==> src/rtl/switch_debouncer.sv <==
// switch_debouncer
// Two-flop synchronizer plus a per-bit stability counter for the raw slide
// switches. The debounced SWITCH nibbles are the adder operands A and B.
// Optional feature macro: SWITCH_DEBOUNCER_CHANGED_EN. When it is defined,
// `changed` is a registered one-cycle strobe. When it is undefined, `changed`
// is tied to 0.
module switch_debouncer #(
    parameter int WIDTH         = 8,
    parameter int STABLE_CYCLES = 1000000
) (
    input  logic             clk,
    input  logic             rst,
    input  logic [WIDTH-1:0] SWITCH_RAW,
    output logic [WIDTH-1:0] SWITCH,
    output logic             changed
);

    localparam int CNT_W = $clog2(STABLE_CYCLES + 1);
    // Terminal count: the flip happens on the STABLE_CYCLES-th differing edge.
    localparam logic [CNT_W-1:0] CNT_MAX = CNT_W'(STABLE_CYCLES - 1);

    logic [WIDTH-1:0] r_sync1;
    logic [WIDTH-1:0] r_sync2;
    logic [WIDTH-1:0] r_switch;
    logic [CNT_W-1:0] r_cnt      [WIDTH];
    logic [CNT_W-1:0] w_cnt_next [WIDTH];
    logic [WIDTH-1:0] w_flip;

    // Per-bit decision: clear on agreement, flip at terminal count, else count up.
    always_comb begin
        w_flip = '0;
        for (int i = 0; i < WIDTH; i++) begin
            w_cnt_next[i] = '0;
            if (r_sync2[i] != r_switch[i]) begin
                if (r_cnt[i] == CNT_MAX) begin
                    w_flip[i] = 1'b1;
                end else begin
                    w_cnt_next[i] = r_cnt[i] + 1'b1;
                end
            end
        end
    end

    // Synchronizer, debounced outputs and counters. Reset clears every flop.
    always_ff @(posedge clk) begin
        if (rst) begin
            r_sync1  <= '0;
            r_sync2  <= '0;
            r_switch <= '0;
            for (int i = 0; i < WIDTH; i++) begin
                r_cnt[i] <= '0;
            end
        end else begin
            r_sync1  <= SWITCH_RAW;
            r_sync2  <= r_sync1;
            r_switch <= r_switch ^ w_flip;
            for (int i = 0; i < WIDTH; i++) begin
                r_cnt[i] <= w_cnt_next[i];
            end
        end
    end

    assign SWITCH = r_switch;

`ifdef SWITCH_DEBOUNCER_CHANGED_EN
    logic r_changed;

    // Strobe is registered on the same edge as the SWITCH update, so both become visible together.
    always_ff @(posedge clk) begin
        if (rst) begin
            r_changed <= 1'b0;
        end else begin
            r_changed <= |w_flip;
        end
    end

    assign changed = r_changed;
`else
    assign changed = 1'b0;
`endif

endmodule

==> config.mk <==
export PLATFORM = sky130hd
export DESIGN_NAME = switch_debouncer
export DESIGN_NICKNAME = d
export VERILOG_FILES = /design/src/rtl/switch_debouncer.sv
export SDC_FILE = /design/constraint.sdc
export NUM_CORES = 1
export LEC_CHECK = 0
export BUFFER_PORTS_ARGS = -buffer_cell sky130_fd_sc_hd__buf_4
export CORE_MARGIN = 8
export CORE_UTILIZATION = 39
export DETAILED_ROUTE_END_ITERATION = 10
export GPL_TIMING_DRIVEN = 0
export PLACE_DENSITY = 0.65
export SLEW_MARGIN = 5
export SYNTH_ARGS = -nofsm -noshare
export SYNTH_HDL_FRONTEND = slang
export SYNTH_SLANG_ARGS = --single-unit
export TNS_END_PERCENT = 5
==> constraint.sdc <==
create_clock -name clk -period 2.7 [get_ports clk]
set_clock_uncertainty 0.15 [all_clocks]
set_input_delay 0.54 -clock clk [delete_from_list [all_inputs] [get_ports clk]]
set_output_delay 0.54 -clock clk [all_outputs]
set_load 0.05 [all_outputs]
==> flow_metrics.py <==
metrics = {
    "timing": {
        "period_share": 0.887,
        "relSlewSlack": 0.494,
        "max_slew.worst_pin.slew_ns": 0.754,
        "fin_tns_setup_ns": 0,
        "slew_viol_final": 0,
        "hold_viol": 0,
        "setup_viol": 0,
        "fmax_ghz": 0.417,
        "fin_crit_ns": 2.40,
        "grt_setup_unrepaired": "no",
    },
    "clock_tree": {
        "cts-root-buf": "clkbuf_16",
        "postCtsSetupRepairBufs": 0,
        "cts_max_level": 4,
        "cts_buffers": 17,
        "insertion_delay_ns": 0.43,
        "cts_tree": "yes",
        "clkTransAtPathRegs_ns": 0.06,
        "postCtsResizedCells": 0,
        "clkSinkCount": 184,
        "cts_max_path_buffers": 2,
        "ctsHoldBuffers": 0,
    },
    "floorplanning": {
        "die_w_um": 159,
        "core_area_sq_um": 20200,
        "initial_core_util": 0.395,
        "dieArea_sq_um": 25300,
        "ios": 19,
        "dieHeight_um": 159,
        "rows": 52,
    },
    "synth": {
        "synth_enable_flop_cells": 0,
        "avgSynthCellArea_sq_um": 8.75,
        "syn_inst": 911,
        "synth_ff_type": "dfxtp_1",
        "synth-seq-cells": 184,
        "ys_seq_area_frac": 0.462,
        "synth.distinct_cells": 44,
        "async_flop_share": 0,
        "mappedNetlistArea_sq_um": 7970,
        "ys.warnings.count": 0,
        "synthesis.nets": 929,
    },
    "worst_setup_path": {
        "cp.arrival_ns": 2.55,
        "crit_family": "compound AO/OA/AOI/OAI gates",
        "cp_slowest_cell": "o21ai_1",
        "critPathLaunchType": "flop",
        "path_cells": "ha_1 > and2_1 > nand4_1 > o21ai_1 > clkbuf_1 > nor2_1",
        "path_buf_inv": 1,
        "crit_fanout": 10,
        "slowest_delay_ns": 0.65,
        "crit_type": "flop to flop",
        "required_ns": 2.85,
        "cp-end-kind": "flop",
    },
    "routing": {
        "vias": 6343,
        "ant_nets": 0,
        "dr.pass1.iters": 7,
        "drcViolationCount": 0,
        "drt_iter0_drc": 269,
        "routed_wl_mm": 15.1,
        "routedWlPerCell_um": 12.3,
        "vias_per_cell": 5.16,
    },
    "global_route": {
        "grt_max_degree": 17,
        "grt_use_total": 0.122,
        "grt_pass1_vias": 5860,
        "gr-total-overflow": 0,
        "grt_pass1_wl_mm": 26.5,
        "antenna_found_initial": 0,
    },
    "final_layout": {
        "final_cell_mix": "dfxtp_1, nor2_1, xnor2_1, nand3_1, a21oi_1",
        "area_delta_synth_final_pct": 12.6,
        "final_common_cell": "dfxtp_1",
        "nets": 965,
        "drive_gt1_frac": 0.0667,
        "finish.utilization": 0.445,
        "antenna_cells": 0,
    },
    "run": {
        "drv_cap": 0,
    },
    "outcome": {
        "status": "finished, final reports clean",
    },
    "power_and_ir_drop": {
        "p_leak_uw": 0.00264,
        "p_per_area_nw_per_um2": 572,
        "worst_ir_drop_vdd_v": 0.000364,
    },
    "place": {
        "port-buffer-count": 17,
        "dpl.hpwl_mm": 10.3,
        "place.gp.congestion": 0.792,
    },
    "min_path": {
        "hp-class": "input port to flop",
    },
}
[through the flow]
stage / hold WS (ns) / setup WS [ns] / power (uW) / std cells / cell area (sq um)
floorplan: 0.263 / 0.571 / 2840 / 911 / 7970
global placement: 0.266 / 0.270 / 2870 / 1198 / 8440
detailed placement: 0.275 / 0.251 / 2870 / 1198 / 8440
CTS: 0.156 / 0.244 / 5210 / 1229 / 8980
global route: 0.162 / 0.00268 / 5330 / 1229 / 8980
finish: 0.175 / 0.305 / 5140 / 1229 / 8980
[synthesized netlist by cell type (2+ instances only)]
master	number	area (sq um)
nor3_1	17	85.1
dfxtp_1	184	3680
nor4bb_1	3	30.0
buf_4	2	15.0
a21oi_1	55	275
nor2b_1	17	106
nor3b_1	2	15.0
o21ai_0	36	180
o21a_1	2	15.0
nor2_1	123	462
or4b_1	2	20.0
or4b_2	3	30.0
o31ai_1	20	150
inv_1	37	139
and4_1	8	70.1
nand2_1	39	146
ha_1	8	100
or4_1	28	210
nand3_1	55	275
nor4_1	18	113
nand4b_1	3	26.3
o21ba_2	3	30.0
and3_1	18	113
xnor2_1	63	552
buf_2	8	40.0
or3_1	40	250
clkbuf_1	15	56.3
o21ai_1	3	15.0
nand4_1	36	225
and2_1	6	37.5
nor4b_1	6	52.6
xor2_1	39	342
[worst register-to-register path, stage by stage, from the launching register on]
cell and delay (ns):
dfxtp_1 0.36, ha_1 0.18, and2_1 0.23, nand4_1 0.19, o21ai_1 0.65, clkbuf_1 0.41
nor2_1 0.09
[power by group]
| group | internal [uW] | leakage, uW | switching [uW] |
|---|---|---|---|
| Combinational | 27.2 | 0.000897 | 44.0 |
| Clock | 1310 | 0.000256 | 1020 |
| Sequential | 2730 | 0.00149 | 8.19 |
[worst paths after layout]
check                startpoint           end  slack, ns  cells after the start
setup reg to reg   r_cnt[1][20]  r_cnt[1][25]       0.30                      6
hold reg to reg      r_sync1[2]    r_sync2[2]       0.28                      1
setup / recovery   r_cnt[1][20]  r_cnt[1][25]       0.30                      6
hold / removal    SWITCH_RAW[3]    r_sync1[3]       0.17                      2
[cell families (layout without fill, tap and decap cells)]
| kind of cell | Yosys count | count (layout) | share of synthesized area |
|---|---|---|---|
| and+or+nand+nor | 429 | 429 | 0.290 |
| AOI/OAI and AO/OA | 124 | 124 | 0.0898 |
| buffers and inverters | 63 | 111 | 0.0328 |
| DFF | 184 | 184 | 0.462 |
| other | 1 | 1 | 0.000470 |
| xor gates and xnor gates | 102 | 102 | 0.112 |
| adders and majority gates | 8 | 8 | 0.0126 |
[layer usage]
layer,vias up,wire [um],GRT usage
met5,-,0,0
met4,0,187,0.0437
met3,13,430,0.0315
met2,69,6970,0.200
met1,2959,7480,0.152
li1,3302,-,-
[cell type report]
type                            count  area (sq um)
Fill cell                        2026         11200
Multi-Input combinational cell    664          4030
Sequential cell                   184          3680
Clock buffer                       24           472
Tap cell                          270           338
Inverter                           37           139
Timing Repair Buffer               17           128
Buffer                             26           123
Clock inverter                      7          71.3
[state kept, by name, indices dropped and copies added, names as in the netlist, named ones only]
register / count
r_sync1: 8
r_sync2: 8
r_cnt: 160
No activity file was read; power rests on OpenSTA's default activity.
